--- config.mk ---
export PLATFORM = sky130hd
export DESIGN_NAME = instr_cache
export DESIGN_NICKNAME = d
export VERILOG_FILES = /design/src/rtl/cpu_pkg.sv /design/src/rtl/icache_line_store.sv /design/src/rtl/instr_cache.sv
export SDC_FILE = /design/constraint.sdc
export NUM_CORES = 1
export LEC_CHECK = 0
export CAP_MARGIN = 5
export CELL_PAD_IN_SITES_DETAIL_PLACEMENT = 0
export CELL_PAD_IN_SITES_GLOBAL_PLACEMENT = 1
export CORE_MARGIN = 4
export CORE_UTILIZATION = 49
export CTS_CLUSTER_DIAMETER = 60
export CTS_CLUSTER_SIZE = 20
export DETAILED_ROUTE_END_ITERATION = 8
export PLACE_DENSITY = 0.73
export SLEW_MARGIN = 20
export SYNTH_ARGS = -nofsm -noshare
export SYNTH_HDL_FRONTEND = slang
export SYNTH_SLANG_ARGS = --single-unit
--- constraint.sdc ---
create_clock -name CLK -period 10.9 [get_ports CLK]
set_input_delay 2.18 -clock CLK [delete_from_list [all_inputs] [get_ports CLK]]
set_output_delay 2.18 -clock CLK [all_outputs]
set_load 0.1 [all_outputs]
--- src/rtl/cpu_pkg.sv ---
// Shared definitions for the instruction cache: refill FSM states, block geometry
// and the word-select helper.
package cpu_pkg;

    typedef enum logic [1:0] {
        IDLE     = 2'd0,
        MEM_READ = 2'd1,
        UPDATE   = 2'd2
    } icache_state_t;

    localparam int unsigned BLOCK_BYTES      = 16;
    localparam int unsigned BLOCK_BITS       = BLOCK_BYTES * 8;
    localparam int unsigned WORD_OFFSET_BITS = 2;

    // Word 0 occupies the least significant 32 bits of a block.
    function automatic logic [31:0] select_word(
        input logic [BLOCK_BITS-1:0]       blk,
        input logic [WORD_OFFSET_BITS-1:0] off
    );
        return blk[32*off +: 32];
    endfunction

endpackage

--- src/rtl/icache_line_store.sv ---
// Valid/tag/data arrays of the direct-mapped instruction cache: combinational
// read port, synchronous write port, valid bits cleared asynchronously by reset.
module icache_line_store
    import cpu_pkg::*;
#(
    parameter int unsigned INDEX_BITS = 3,
    parameter int unsigned TAG_BITS   = 3
) (
    input  logic                  i_clk,
    input  logic                  i_rst,
    input  logic [INDEX_BITS-1:0] i_rd_index,
    output logic                  o_rd_valid,
    output logic [TAG_BITS-1:0]   o_rd_tag,
    output logic [BLOCK_BITS-1:0] o_rd_data,
    input  logic                  i_wr_en,
    input  logic [INDEX_BITS-1:0] i_wr_index,
    input  logic [TAG_BITS-1:0]   i_wr_tag,
    input  logic [BLOCK_BITS-1:0] i_wr_data
);

    localparam int unsigned LINES = 2 ** INDEX_BITS;

    logic [LINES-1:0]      r_valid;
    logic [TAG_BITS-1:0]   r_tag  [LINES];
    logic [BLOCK_BITS-1:0] r_data [LINES];

    always_ff @(posedge i_clk or posedge i_rst) begin
        if (i_rst) begin
            r_valid <= '0;
        end else if (i_wr_en) begin
            r_valid[i_wr_index] <= 1'b1;
        end
    end

    // Tag and data need no reset: they are never observed while the line is invalid.
    always_ff @(posedge i_clk) begin
        if (i_wr_en) begin
            r_tag[i_wr_index]  <= i_wr_tag;
            r_data[i_wr_index] <= i_wr_data;
        end
    end

    assign o_rd_valid = r_valid[i_rd_index];
    assign o_rd_tag   = r_tag[i_rd_index];
    assign o_rd_data  = r_data[i_rd_index];

endmodule

--- src/rtl/instr_cache.sv ---
// Direct-mapped, read-only instruction cache with zero-cycle hits and a
// MEM_READ/UPDATE refill FSM. Optional hit/miss counters under ICACHE_STATS_EN.
module instr_cache
    import cpu_pkg::*;
#(
    parameter int unsigned INDEX_BITS = 3,
    parameter int unsigned ADDR_BITS  = 10
) (
    input  logic                  CLK,
    input  logic                  RESET,
    input  logic [ADDR_BITS-1:0]  address,
    output logic [31:0]           instruction,
    output logic                  busywait,
    output logic                  mem_read,
    output logic [ADDR_BITS-5:0]  mem_address,
    input  logic [BLOCK_BITS-1:0] mem_readdata,
    input  logic                  mem_busywait
`ifdef ICACHE_STATS_EN
    ,
    output logic [15:0]           hit_count,
    output logic [15:0]           miss_count
`endif
);

    localparam int unsigned BLK_ADDR_BITS = ADDR_BITS - 4;
    localparam int unsigned TAG_BITS      = BLK_ADDR_BITS - INDEX_BITS;

    icache_state_t r_state;
    icache_state_t w_next_state;

    logic [BLK_ADDR_BITS-1:0]    r_blk_addr;
    logic [INDEX_BITS-1:0]       w_index;
    logic [TAG_BITS-1:0]         w_tag;
    logic [WORD_OFFSET_BITS-1:0] w_offset;
    logic                        w_rd_valid;
    logic [TAG_BITS-1:0]         w_rd_tag;
    logic [BLOCK_BITS-1:0]       w_rd_data;
    logic                        w_hit;
    logic                        w_fill;
    logic                        w_unused;

    assign w_offset = address[2 +: WORD_OFFSET_BITS];
    assign w_index  = address[4 +: INDEX_BITS];
    assign w_tag    = address[ADDR_BITS-1 -: TAG_BITS];
    assign w_unused = ^address[1:0];

    icache_line_store #(
        .INDEX_BITS (INDEX_BITS),
        .TAG_BITS   (TAG_BITS)
    ) u_line_store (
        .i_clk      (CLK),
        .i_rst      (RESET),
        .i_rd_index (w_index),
        .o_rd_valid (w_rd_valid),
        .o_rd_tag   (w_rd_tag),
        .o_rd_data  (w_rd_data),
        .i_wr_en    (w_fill),
        .i_wr_index (r_blk_addr[INDEX_BITS-1:0]),
        .i_wr_tag   (r_blk_addr[BLK_ADDR_BITS-1 -: TAG_BITS]),
        .i_wr_data  (mem_readdata)
    );

    assign w_hit = w_rd_valid && (w_rd_tag == w_tag);

    always_ff @(posedge CLK or posedge RESET) begin
        if (RESET) begin
            r_state    <= IDLE;
            r_blk_addr <= '0;
        end else begin
            r_state <= w_next_state;
            if (r_state == IDLE && !w_hit) begin
                r_blk_addr <= address[ADDR_BITS-1:4];
            end
        end
    end

    always_comb begin
        w_next_state = r_state;
        busywait     = 1'b0;
        mem_read     = 1'b0;
        w_fill       = 1'b0;
        instruction  = '0;
        case (r_state)
            IDLE: begin
                if (w_hit) begin
                    instruction = select_word(w_rd_data, w_offset);
                end else begin
                    busywait     = 1'b1;
                    w_next_state = MEM_READ;
                end
            end
            MEM_READ: begin
                mem_read = 1'b1;
                busywait = 1'b1;
                if (!mem_busywait) begin
                    w_next_state = UPDATE;
                end
            end
            UPDATE: begin
                busywait     = 1'b1;
                w_fill       = 1'b1;
                w_next_state = IDLE;
            end
            default: w_next_state = IDLE;
        endcase
        // Reset silences every output even though the cleared cache reads as a miss.
        if (RESET) begin
            busywait    = 1'b0;
            mem_read    = 1'b0;
            w_fill      = 1'b0;
            instruction = '0;
        end
    end

    assign mem_address = r_blk_addr;

`ifdef ICACHE_STATS_EN
    logic [15:0] r_hit_count;
    logic [15:0] r_miss_count;

    always_ff @(posedge CLK or posedge RESET) begin
        if (RESET) begin
            r_hit_count  <= '0;
            r_miss_count <= '0;
        end else if (r_state == IDLE) begin
            if (w_hit && r_hit_count != 16'hFFFF) begin
                r_hit_count <= r_hit_count + 16'd1;
            end
            if (!w_hit && r_miss_count != 16'hFFFF) begin
                r_miss_count <= r_miss_count + 16'd1;
            end
        end
    end

    assign hit_count  = r_hit_count;
    assign miss_count = r_miss_count;
`endif

endmodule

# [Word level (Yosys, flattened, before mapping)]
# Memory sizes are Yosys's and may differ from the RTL's.
# Index checks and enable logic that the tools add are counted.
[totals] regBits=16 latch_bits=0 ram_bits=1048 mem_bits_ro=0 out_inout_bits=40 mem_count=2
[mem_list] memory="u_line_store.r_data" depth=8 width=128 rd=1 rd_clocked_by_memory_dff=0 write_ports=1 line="icache_line_store.sv:25" rtl="logic [BLOCK_BITS-1:0] r_data [LINES];"
[mem_list] memory="u_line_store.r_tag" depth=8 width=3 rd=1 rd_clocked_by_memory_dff=0 write_ports=1 line="icache_line_store.sv:24" rtl="logic [TAG_BITS-1:0] r_tag [LINES];"
[op_classes] n_addsub=0 n_mul=0 n_div=0 order_cmp=3 eq_ne=5 shift=1 n_mux=19 n_bitwise=1 n_reduce_logical=7
[ops] operator="indexed part select 128 x 8 -> 32 bit" n=1
[ops] operator="two-way mux 32 bit" n=3
[ops] operator="two-way mux 1 bit" n=10
[ops] operator="< comparator 3 x 4 -> 1 bit, second input constant" n=2
[ops] operator="bitwise OR 8 bit" n=1
[ops] operator="two-way mux 2 bit" n=2
[ops] operator="!= test 2 bit, second input constant" n=2
[ops] operator="case mux 2 bit (2 select lines)" n=1
[ops] operator="binary-select mux 1 bit (select 3 bit)" n=1
[ops] operator="demux 1 bit (select 3 bit)" n=1
[ops] operator="== test 3 bit" n=1
[ops] operator="greater-or-equal comparator 3 x 1 -> 1 bit, second input constant" n=1
[ops] operator="logical AND 1 bit" n=3
[ops] operator="== test 2 x 1 -> 1 bit, second input constant" n=1
[ops] operator="== test 2 bit, second input constant" n=1
[ops] operator="logical NOT 2 bit" n=1
[ops] operator="case mux 1 bit (2 select lines)" n=1
[ops] operator="AND reduction 2 bit" n=1
[ops] operator="OR reduction 2 bit" n=1
[ops] operator="logical NOT 1 bit" n=1

# [Longest topological paths before layout]
# Gate-level depths: netlist of the first run.
[depth] depth_word=6 depth_mapped=9 mapped_depth_nobuf=6

# [By module]
# From an unflattened synthesis of the first run, not the netlist that was laid out.
[hier_totals] hier_cells=1670 hier_area_um2=41777.6
[by_module_without_submodules] module="icache_line_store" instances=1 cells_per_inst=1551 area_each_um2=40306.2 seq_area_each_um2=31670.4
[by_module_without_submodules] module="instr_cache" instances=1 cells_per_inst=119 area_each_um2=1471.4 seq_area_each_um2=200.2

# [Worst setup path before layout of the first run]
# No wires, ideal clock.
[synth_path] path_type="input port to flip-flop" from="input RESET" to="register u_line_store.r_valid[1]" arrival_time_ns=12.593 setup_slack_ns=-1.814 stages=4 path_buffers=0 path_cell_list="inv_1 -> nand3_1 -> nor3_1 -> or2_2"
[synth_between] elab_chain_cells=1
[synth_rtl] element="from (decl)" line="instr_cache.sv:10" rtl="input logic RESET,"
[synth_rtl] element="two-way mux 1 bit" line="instr_cache.sv:107" rtl="if (RESET) begin"
[synth_rtl] element="to (signal assigned)" line="icache_line_store.sv:29" rtl="r_valid <= '0;"
[synth_rtl] element="to (signal, indexed assignment)" line="icache_line_store.sv:31" rtl="r_valid[i_wr_index] <= 1'b1;"
[synth_rtl] element="to (decl)" line="icache_line_store.sv:23" rtl="logic [LINES-1:0] r_valid;"
# Every way passes these cells.
# A chain may end at the register's enable or synchronous reset.

# [Worst setup path after layout of the first run]
[layout_path] from="input address[4]" to="output instruction[10]"
[layout_between] elab_chain_cells=6
[layout_rtl] element="from (decl)" line="instr_cache.sv:11" rtl="input logic [ADDR_BITS-1:0] address,"
[layout_rtl] element="parallel branches: the longest is 3 deep, another holds memory read (8 x 128 bit)"
[layout_rtl] element="two-way mux 32 bit (*)" line="instr_cache.sv:85" rtl="if (w_hit) begin"
[layout_rtl] element="two-way mux 32 bit (*)" line="instr_cache.sv:83" rtl="case (r_state)"
[layout_rtl] element="two-way mux 32 bit (*)" line="instr_cache.sv:107"
[layout_rtl] element="to (decl)" line="instr_cache.sv:12" rtl="output logic [31:0] instruction,"
# Mark *: on every way between the ends. The select of a mux whose other input is x is not followed.

==> results.txt, run 1 <==
The flow ran to the end, and the final reports show no timing, DRC or antenna violations. Entering global routing, the biggest net connects 112 pins. The worst setup skew after layout came out at 0.0194 ns. Walking the worst path, the cells encountered are buf_8, buf_4, mux4_2, mux4_2, mux2i_1, nor2_1, clkdlybuf4s50_1.

STA classifies the critical path endpoint as a primary output. The top-level port count is 181. Measured against its own limit, the worst slew margin works out to 0.253. Summed over all instances, the cell type with the most area after synthesis is edfxtp_1. The area growth from synthesis to final layout came out at 12.8%. The congestion estimate from routability-driven global placement came to 0.716.

The data arrival time of the worst path is 6.05 ns. The number of flops mapped to enable cells by yosys came out at 1048. The part of the power in combinational logic came out at 0.101. For this design the static power due to leakage is 14.1 nW.

The count of final setup violators is 0. The total chip power is 8.14 mW. The area fraction in compound gates after synthesis is 0.00123. The mean area per synthesized cell came out at 25.3 um2. The per-cell routed wire length is 29.1 um. The number of nets at the end of the flow came out at 1949. Setup repair after global routing left no endpoint under its margin. The cell count of the worst hold path came out at 1. The synthesized instance count came out at 1602. The highest attainable clock frequency came out at 121 MHz. The dominant synthesized flop cell is edfxtp_1.

The die footprint came out at 0.0874 mm2. The number of max-cap violations came out at 0. By area the synthesized netlist is led by edfxtp_1 (78%), mux4_2 (18%), mux2i_1 (1.0%). The final wirelength came out at 84700 um.

Sorting the synthesized cells by how often they occur yields edfxtp_1 (1048), mux4_2 (324), mux2i_1 (41), nor2_1 (39), clkbuf_1 (31). The hold-fix buffer count after cts came out at 0. The floorplan die height is 296 um.

The number of buffers on the longest clock path came out at 3. The area share of fa/ha/maj cells after synthesis came out at 0.00185. TritonCTS built the clock tree. In the final routing, the length of wire on met1 measures 34500 um. The average via count per standard cell is 5.96. The number of pins with negative max-slew slack in the final report was 0. The proportion of layout cells with a drive suffix above 1 is 0.264.

In this run the clock root is driven by a clkbuf_16. The multi-input combinational cell area came out at 0.00832 mm2. In this run the standard cell core region covers 0.0820 mm2. The type of origin of the critical path is a primary input. The number of nets with antenna violations after routing is 0. Summing every instance area after synthesis gives 0.0405 mm2. Of the total synthesized cell area, the portion taken by XOR and XNOR cells is 0.000432. The remaining routing DRC violations is 0. The power per cell area came out at 178 mW/mm2. The internal portion of total power is 6.26 mW.

The wire length of the first global-routing pass is 124000 um. The simple logic cell fraction of the synthesized area is 0.00698. Across every metal layer, demand over resource in global routing totals 0.196. The sequential fraction of design power came out at 0.587.

The clock-pin slew on the worst setup and hold paths came out at 0.07 ns. The number of nets produced by synthesis is 1749. Measured on the finished design, the core utilization comes to 0.558. The class of the worst hold path is reg2reg.

The total negative setup slack came out at 0 ns. The most numerous cell on the critical path is mux4_2. The clock period minus worst slack came out at 8.23 ns. In this run the top signal layer used is met5. Port buffering added 178 buffers.

After floorplanning, the core was divided into 105 placement rows. After synthesis, the largest family of logic cells by area is multiplexers. The placement-stage worst setup slack came out at 2.46 ns.

The number of sinks driven by the clock tree came out at 1064. Counting the fill cells in the layout gives 5997. For this design, the slowest cell found on the critical path is clkdlybuf4s50_1. The sequential cells in the finished layout cover a total of 0.0319 mm2. In this run the post-CTS setup repair buffer count came out at 0. The proportion of synthesized chip area in sequential cells came out at 0.786. The portion of the clock cycle consumed by the worst path in the final layout is 0.755. The final setup slack of the worst path is 2.67 ns. The number of H-tree branching levels came out at 3. Clock tree synthesis inserted a total of 69 buffers.

For the worst flop-to-flop path, the logic depth is 6. The first-pass detailed-route iteration total is 6. Summed over all nets, the switching power comes to 1.88 mW. The count of yosys warnings during synthesis is 0. Synthesis instantiated 30 different standard cells from the library. The later-pin clock latency in the skew report came out at 0.61 ns. Summing over every cut layer, the via total after detailed routing is 17400. The slew at the pin closest to its max-slew limit came out at 1.12 ns. The number of resized instances in the post-cts repair step is 0. The switching fraction of total power is 0.231. Of all nets on the critical path, the largest fanout is 72. The setup path with the least slack is of type in2out. Among all cell types in the netlist, the one instantiated most often is edfxtp_1. The detailed route wirelength on metal3 came out at 4730 um.

The share of total power dissipated in the clock network is 0.313. The remaining global-route overflow came out at 0. The mux cell area share after synthesis came out at 0.193.

The violation count after the first detailed-route iteration is 1564. The top-area cell type share of the netlist area came out at 0.776. The fraction of registers with async set or reset after synthesis came out at 0.0150. The horizontal extent of the die came out at 296 um. The worst vdd rail ir drop is 0.106 mV. The synthesized flop and latch total is 1064. The worst stage delay on the critical path is 1.00 ns. The data required time at the worst endpoint came out at 8.72 ns. The routed wire length on met2 came out at 44100 um.

The hold violation count in the final report is 0. The via count of the first global-routing pass came out at 18300. The number of antenna violations at the first check in global routing came out at 16. The initial cell density of the core is 0.494. Detailed placement finished with a half-perimeter wire length of 47300 um.
==> sequential cells by signal, indices dropped and copies added, names as in the netlist <==
name / flops
mem_address: 6
r_state: 2
u_line_store.r_data: 1024
u_line_store.r_tag: 24
u_line_store.r_valid: 8
==> power groups by stage <==
| stage | Clock [mW] | Combinational [mW] | Sequential, mW |
|---|---|---|---|
| after detailed placement | 0 | 0.834 | 4.87 |
| after global placement | 0 | 0.822 | 4.86 |
| after global routing | 2.77 | 0.870 | 4.79 |
| final | 2.55 | 0.818 | 4.78 |
| after CTS | 2.61 | 0.836 | 4.78 |
| after floorplan | 0 | 0.440 | 4.96 |
==> layout make-up <==
cell class              count  area share
diodes                      8    0.000438
clock buffers              81      0.0404
clock inverters            26     0.00473
inverters                   4    0.000328
multi-input cells         452       0.182
flip-flops and latches   1064       0.697
well taps                1070      0.0293
repair buffers            211      0.0456
==> stage by stage <==
stage / std cells / instance area, um2 / hold slack, ns
2_1_floorplan: 1602 / 40500 / 0.434
3_3_place_gp: 2800 / 43600 / 0.446
3_5_place_dp: 2800 / 43600 / 0.449
4_1_cts: 2907 / 45700 / 0.467
5_1_grt: 2910 / 45700 / 0.482
6_report: 2916 / 45700 / 0.469
==> final timing paths <==
path                                                     start                               endpoint  slack (ns)
max reg2reg                             r_state[0]$_DFFE_PP0P_  u_line_store.r_data[5][124]$_DFFE_PP_        7.30
min in group asynchronous                                RESET             mem_address[5]$_DFFE_PP0P_        2.06
max in group asynchronous                                RESET    u_line_store.r_valid[6]$_DFFE_PP0P_        8.36
min                        u_line_store.r_valid[4]$_DFFE_PP0P_    u_line_store.r_valid[4]$_DFFE_PP0P_        0.47
max                                                 address[4]                        instruction[10]        2.67
min reg2reg                u_line_store.r_valid[4]$_DFFE_PP0P_    u_line_store.r_valid[4]$_DFFE_PP0P_        0.47
==> metal layers <==
layer / vias to the layer above / GRT usage
met1: 9506 / 0.267
met4: 14 / 0.0433
met5: - / 0
met2: 440 / 0.334
li1: 7318 / -
met3: 101 / 0.0371
==> worst max-delay path: cells and delay by family <==
| kind | cells | cell delay (ns) |
|---|---|---|
| buffers and inverters | 3 | 2.30 |
| AND/OR/NAND/NOR | 1 | 0.08 |
| multiplexers | 3 | 1.41 |
==> placed cells by master, fill, tap and decap left out, types with 3 or more instances in the layout <==
cell type        netlist  final
nor2_1                39     33
ha_1                   6      6
dfrtp_1               16     16
clkbuf_16              0     72
mux4_2               324    324
diode_2                0      8
or2_2                  8      8
buf_12                 0      4
clkinvlp_4             0      4
clkinv_2               0      3
mux2_2                11     11
mux2i_1               41     41
nand2b_1               3      3
clkinv_1               0      3
edfxtp_1            1048   1048
buf_4                  3     29
clkinv_4               0      3
clkdlybuf4s50_1        0    173
nor2_4                 0      6
clkbuf_1              31      8
inv_1                  4      4
inv_6                  0      9
==> cells by family (layout without fill, tap and decap cells) <==
kind of cell / after synthesis / after routing
mux: 376 / 376
fa+ha+maj: 6 / 6
buf+inv: 86 / 322
xor+xnor: 2 / 2
other cells: 0 / 8
compound gates: 6 / 6
flops: 1064 / 1064
simple gates: 62 / 62
No activity file was read; power rests on OpenSTA's default activity.
==> run 2, diff against run 1 <==
- CORE_UTILIZATION: 49 -> 54
- PLACE_DENSITY: 0.73 -> 0.76
- clock period: 10.9 -> 8.39 ns (I/O delays scaled with it)
==> run 2 against run 1 <==
- sequential power rose by 30%
- largest cell class unchanged
- design area fell by 0.40%
- utilization rose by 5.4 points
- total power rose by 30%
- critical path depth did not move
- via count fell by 0.62%
- first-iteration DRC count fell by 8.8%
- wire length fell by 2.8%
- clock power rose by 32%
==> results.txt, run 2 (synthesized netlist as in run 1, its figures left out) <==
The run finished with clean final reports. The clock-pin slew on the worst setup and hold paths is 0.07 ns (about the same). The slew at the pin closest to its max-slew limit came to 1.02 ns (-0.0962 ns). The cell sitting at the root of the clock tree is a clkbuf_16.

The number of setup buffers added after CTS is 0 (unchanged). The number of buffers on the longest clock path came out at 3 (unchanged). The remaining routing DRC violations came to 0 (unchanged). The final wirelength is 82400 um (-2.8%). The die footprint is 0.0795 mm2 (-9.0%).

Setup repair after global routing left no endpoint under its margin. The top-level port count came to 181 (unchanged). The hold-fix buffer count after cts is 0 (unchanged).

The horizontal extent of the die was 282 um (-4.6%). The pin count of the biggest net entering global routing is 134 (+20%). The wire length of the first global-routing pass came out at 121000 um (-2.5%). The floorplan die height is 282 um (-4.6%). The average via count per standard cell is 6.18 (+3.7%).

The portion of the clock cycle consumed by the worst path in the final layout is 0.776. The detailed route wirelength on metal3 is 5450 um (+15%). The hold violation count in the final report is 0 (unchanged).

The first-pass detailed-route iteration total came out at 5 (-1). The number of nets with antenna violations after routing was 0 (unchanged). The number of max-cap violations came to 0 (unchanged). The library cell used most frequently in the layout, excluding fill and tap cells, is edfxtp_1. The kind of end point of the critical path is a primary output.

The worst setup path is launched from a primary input. Based on the critical path, the design can be clocked at up to 154 MHz. The via count of the first global-routing pass is 18100 (-0.79%). The core footprint is 0.0744 mm2 (-9.2%). The number of resized instances in the post-cts repair step came out at 0 (unchanged).

The area growth from synthesis to final layout is 12.3%. The remaining global-route overflow is 0 (unchanged). The number of buffers added by the clock tree synthesis step is 69 (unchanged). For this design, the slowest cell found on the critical path is clkdlybuf4s50_1. The number of nets at the end of the flow is 1941 (-0.41%). The peak fanout along the critical path is 70 (-2.8%). The routed wire length on met2 is 42600 um (-3.4%). The proportion of layout cells with a drive suffix above 1 was 0.277 (+0.0125). The number of antenna violations at the first check in global routing is 18 (+2). The top layer used by detailed routing is met5. The data arrival time of the worst path is 4.84 ns (-1.21 ns). The routability congestion estimate is 0.702 (-2.0%). The per-cell routed wire length was 29.5 um (+1.4%). The setup path with the least slack is of type in2out. The number of filler cells placed in the layout came out at 4936 (-18%).

The total negative setup slack came out at 0 ns (unchanged). The normalized max-slew margin is 0.320 (+0.0665). In the final layout, the registers with the most flip-flops are u_line_store.r_data x1024, u_line_store.r_tag x24, u_line_store.r_valid x8. The initial cell density of the core was 0.545 (+0.0500). The static power due to leakage came out at 14.1 nW (+0.43%). The signal on the critical path passes through buf_8, mux4_2, mux2i_1, nor2_1, a21bo_2, a211oi_1, clkdlybuf4s50_1.

The all-layer global routing usage is 0.211 (+0.0154). The number of H-tree branching levels is 3 (unchanged). The number of sinks driven by the clock tree is 1064 (unchanged).

The count of buffers inserted at the top-level ports came out at 178 (unchanged). TritonCTS built the clock tree. The count of final setup violators came to 0 (unchanged).

The power per cell area is 233 mW/mm2 (+31%). The estimated wirelength of the detail-placed design is 43400 um (-8.3%). The clock period minus worst slack came out at 6.51 ns. The number of flip-flops under the largest register name is 1024 (unchanged). The violation count after the first detailed-route iteration is 1426 (-8.8%). The routed metal-1 wire length came out at 33000 um (-4.2%). The data required time at the worst endpoint came out at 6.71 ns (-2.01 ns). The register containing the most flip-flops in the final layout is u_line_store.r_data. The worst stage delay on the critical path came out at 1.17 ns (+0.17 ns). The top cell types in the final layout, fill and taps aside, are edfxtp_1 (1048), mux4_2 (324), clkdlybuf4s50_1 (141). The number of pins with negative max-slew slack in the final report was 0 (unchanged).

The core occupancy in the finished layout is 0.612 (+0.0540). The standard-cell row count came to 100 (-4.8%). The later-pin clock latency in the skew report came to 0.61 ns (about the same). The number of vias after detailed routing is 17300 (-0.62%).

The worst setup skew after layout is 0.0195 ns (+0.000160 ns). The worst vdd rail ir drop came out at 0.155 mV (+46%). The worst hold path belongs to the class reg2reg.
-- run 2: metrics by stage --
step,std cells,hold slack [ns],power (mW),setup slack [ns],cell area [um2]
4_1_cts,2789,0.473,10.7,1.85,45500
6_report,2795,0.472,10.6,1.88,45500
5_1_grt,2792,0.490,11.0,1.64,45500
3_3_place_gp,2692,0.446,7.37,1.83,43400
2_1_floorplan,1602,0.434,7.02,-0.168,40500
3_5_place_dp,2692,0.454,7.41,1.84,43400
-- run 2: path summary, 6_finish.rpt --
check	startpoint	endpoint	slack (ns)	cells past startpoint
worst max-delay path	address[5]	busywait	1.88	7
worst min-delay path	u_line_store.r_valid[6]$_DFFE_PP0P_	u_line_store.r_valid[6]$_DFFE_PP0P_	0.47	1
worst max register to register	r_state[0]$_DFFE_PP0P_	u_line_store.r_data[2][14]$_DFFE_PP_	5.33	5
worst min register to register	u_line_store.r_valid[6]$_DFFE_PP0P_	u_line_store.r_valid[6]$_DFFE_PP0P_	0.47	1
max in group asynchronous	RESET	u_line_store.r_valid[4]$_DFFE_PP0P_	6.39	2
min in group asynchronous	RESET	mem_address[3]$_DFFE_PP0P_	1.53	2
-- run 2: final cells by class --
cell class	instances	area [um2]	area share
tap	969	1210	0.0266
clock buffer	76	1840	0.0404
clock inverter	21	254	0.00558
multi-input combinational	452	8320	0.183
sequential	1064	31900	0.700
inverter	4	15.0	0.000330
antenna	6	15.0	0.000330
timing repair buffer	203	2010	0.0440
-- run 2: critical path, delay by kind of cell --
family / cells / cell delay, ns
AOI/OAI and AO/OA: 2 / 0.53
muxes: 2 / 0.82
buffers and inverters: 2 / 1.64
and+or+nand+nor: 1 / 0.10
-- run 2: per-layer routing --
layer	vias up	global-route usage
li1	7294	-
met1	9372	0.292
met2	495	0.357
met3	96	0.0440
met4	14	0.0434
met5	-	0
-- run 2: report_power, final --
group	switching [mW]	internal [mW]
Sequential	0.0876	6.12
Combinational	0.650	0.409
Clock	1.67	1.69
Total	2.41	8.21
==> run 3, diff against run 2 <==
- CORE_UTILIZATION: 54 -> 49
- PLACE_DENSITY: 0.76 -> 0.73
- clock period: 8.39 -> 5.7 ns (I/O delays scaled with it)
==> run 3 against run 2 <==
- global-route usage down 1.5 points
- utilization down 4.5 points
- non-clock buffer count up 10
==> results.txt, run 3 (synthesized netlist as in run 1, its figures left out) <==
The run finished with clean final reports. The total negative setup slack is 0 ns (unchanged). The flip-flop and latch area came out at 0.0319 mm2 (unchanged). The number of nets at the end of the flow came out at 1953 (+0.62%). The later-pin clock latency in the skew report came to 0.63 ns (+0.02 ns). The number of filler cells placed in the layout came out at 5900 (+20%). The type of origin of the critical path is a primary input.

The critical path goes through buf_8, buf_12, mux4_2, mux4_2, mux2i_1, nor2_1, buf_12. The number of pins with negative max-slew slack in the final report is 0 (unchanged). The class of the worst hold path is reg2reg. The floorplan die height is 296 um (+4.8%). The kind of end point of the critical path is a primary output. In this run the critical register-to-register path is launched from r_state[0]$_DFFE_PP0P_. The remaining routing DRC violations is 0 (unchanged).

The cell count of the worst hold path came out at 1 (unchanged). The clock tree root driver cell is clkbuf_16. The multi-input combinational cell area is 0.00832 mm2 (unchanged). The number of buffers on the longest clock path came out at 3 (unchanged). The initial cell density of the core is 0.494 (-0.0500).

The all-layer global routing usage is 0.196 (-0.0148). The final wirelength came out at 83900 um (+1.9%). The clock-pin slew on the worst setup and hold paths was 0.07 ns (about the same). Leaving out fill and tap cells, the most frequent cells in the layout are edfxtp_1 (1048), mux4_2 (324), clkdlybuf4s50_1 (140).

The worst hold path terminates at u_line_store.r_valid[2]$_DFFE_PP0P_. TritonCTS built the clock tree. The peak fanout along the critical path came out at 83 (+19%). The standard-cell row count was 105 (+5.0%).

The via count of the first global-routing pass came out at 18400 (+1.5%). Timing would allow up to 199 MHz. The worst vdd rail ir drop came out at 0.169 mV (+9.2%). The number of nets with antenna violations after routing is 0 (unchanged). The largest registers in the layout are u_line_store.r_data x1024, u_line_store.r_tag x24, u_line_store.r_valid x8. The endpoint identified for the worst register-to-register timing path is u_line_store.r_data[2][92]$_DFFE_PP_. The remaining global-route overflow came out at 0 (unchanged). The number of cells on the worst reg-to-reg path came out at 5 (unchanged). The count of buffers inserted at the top-level ports is 178 (unchanged). The slew at the pin closest to its max-slew limit is 1.12 ns (+0.0990 ns). The startpoint of the worst hold path is u_line_store.r_valid[2]$_DFFE_PP0P_. The normalized max-slew margin was 0.254 (-0.0660).

The number of antenna violations at the first check in global routing is 15 (-3). The number of vias after detailed routing is 17300 (-0.012%). The most critical setup path has its startpoint at address[4]. The power per cell area is 343 mW/mm2 (+47%). The estimated wirelength of the detail-placed design was 46300 um (+6.7%). The cell class contributing the biggest share of worst-path delay is multiplexers. The top-level port count is 181 (unchanged). On the critical path, the stage with the largest delay is an instance of mux4_2. Counting flops per register, the top entry is u_line_store.r_data.

The static power due to leakage came out at 14.4 nW (+1.8%). The worst setup skew after layout was 0.0154 ns (-0.00416 ns). The data arrival time of the worst path came out at 3.89 ns (-0.95 ns). The violation count after the first detailed-route iteration is 1413 (-0.91%).

The horizontal extent of the die came out at 296 um (+4.8%). The number of max-cap violations came out at 0 (unchanged). Setup repair after global routing left no endpoint under its margin.

The worst setup path is of the in2out kind. The flop-to-flop setup slack was 2.97 ns (-2.36 ns). The average via count per standard cell was 5.92 (-4.2%). The number of flip-flops under the largest register name is 1024 (unchanged). The smallest clock period supported by the final layout is computed as 5.03 ns. The per-cell routed wire length is 28.8 um (-2.4%). The hold-fix buffer count after cts was 0 (unchanged). The portion of the clock cycle consumed by the worst path in the final layout is 0.882.

The proportion of layout cells with a drive suffix above 1 is 0.287 (+0.0104). The number of sinks driven by the clock tree is 1064 (unchanged). The worst path buffer plus inverter count is 3 (+1).

The number of H-tree branching levels is 3 (unchanged). The hold violation count in the final report was 0 (unchanged). The routability congestion estimate is 0.732 (+4.3%). The worst stage delay on the critical path is 0.59 ns (-0.58 ns). The die footprint came out at 0.0874 mm2 (+9.9%). The data required time at the worst endpoint came out at 4.56 ns (-2.15 ns). The pin count of the biggest net entering global routing came to 115 (-14%). The number of resized instances in the post-cts repair step came out at 0 (unchanged).

The count of final setup violators is 0 (unchanged). The wire length of the first global-routing pass is 125000 um (+2.9%). The total chip power is 15.9 mW (+50%). The number of setup buffers added after CTS is 0 (unchanged).

The core footprint is 0.0820 mm2 (+10%). The area growth from synthesis to final layout is 14.6%. Leaving out fill and tap cells, the most frequent cell in the layout is edfxtp_1. The number of buffers added by the clock tree synthesis step is 71 (+2.9%). The first-pass detailed-route iteration total came to 5 (unchanged).
## run 3: changes by cell type in the layout (fill, tap and decap cells not counted), moves of 3 or more
cell / change
buf_12: +44
buf_4: -33
clkinv_4: +4
inv_6: +3
## run 3: layout make-up
type,instances,area share
antenna,6,0.000323
clock buffer,77,0.0406
clock inverter,31,0.00837
inverter,4,0.000323
multi-input combinational,452,0.179
sequential,1064,0.686
tap,1070,0.0288
timing repair buffer,213,0.0566
## run 3: metal layers
metal / wire length, um / part of all wire / vias to the layer above / global-route usage
met1: 34100 / 0.41 / 9341 / 0.271
met5: 51 / 0.00061 / - / 0
met2: 43600 / 0.52 / 493 / 0.333
met3: 4830 / 0.058 / 95 / 0.0354
li1: - / - / 7332 / -
met4: 1370 / 0.016 / 8 / 0.0436
## run 3: worst max-delay path by stage
stage                                                      to  slack (ns)  cells after the start
after floorplan           u_line_store.r_data[3][0]$_DFFE_PP_       -0.14                      3
after global placement                        instruction[12]        0.67                      7
after detailed placement                      instruction[12]        0.66                      7
after CTS                                     instruction[12]        0.65                      7
after global routing                          instruction[12]        0.56                      7
final                                         instruction[12]        0.67                      7
## run 3: power breakdown
group	leakage (nW)	internal, mW	switching, mW
Sequential	9.62	9.00	0.133
Combinational	3.64	0.639	0.968
Clock	1.10	2.66	2.53
Total	14.4	12.3	3.63
## run 3: worst reg2reg max path, cell delays in order (launching register included)
cell      delay [ns]
dfrtp_1         0.44
inv_1           0.12
ha_1            0.20
nand3b_1        0.33
nor2_4          0.80
buf_12          0.45
## run 3: per-stage QoR
| stage | worst slack (ns) | utilization | hold WS [ns] | cells | cell area, um2 |
|---|---|---|---|---|---|
| floorplan | -0.142 | - | 0.434 | 1602 | 40600 |
| global placement | 0.669 | 0.539 | 0.447 | 2803 | 44200 |
| detailed placement | 0.659 | 0.539 | 0.448 | 2803 | 44200 |
| CTS | 0.654 | 0.567 | 0.466 | 2911 | 46500 |
| global route | 0.559 | 0.567 | 0.475 | 2912 | 46500 |
| finish | 0.673 | 0.567 | 0.465 | 2917 | 46500 |
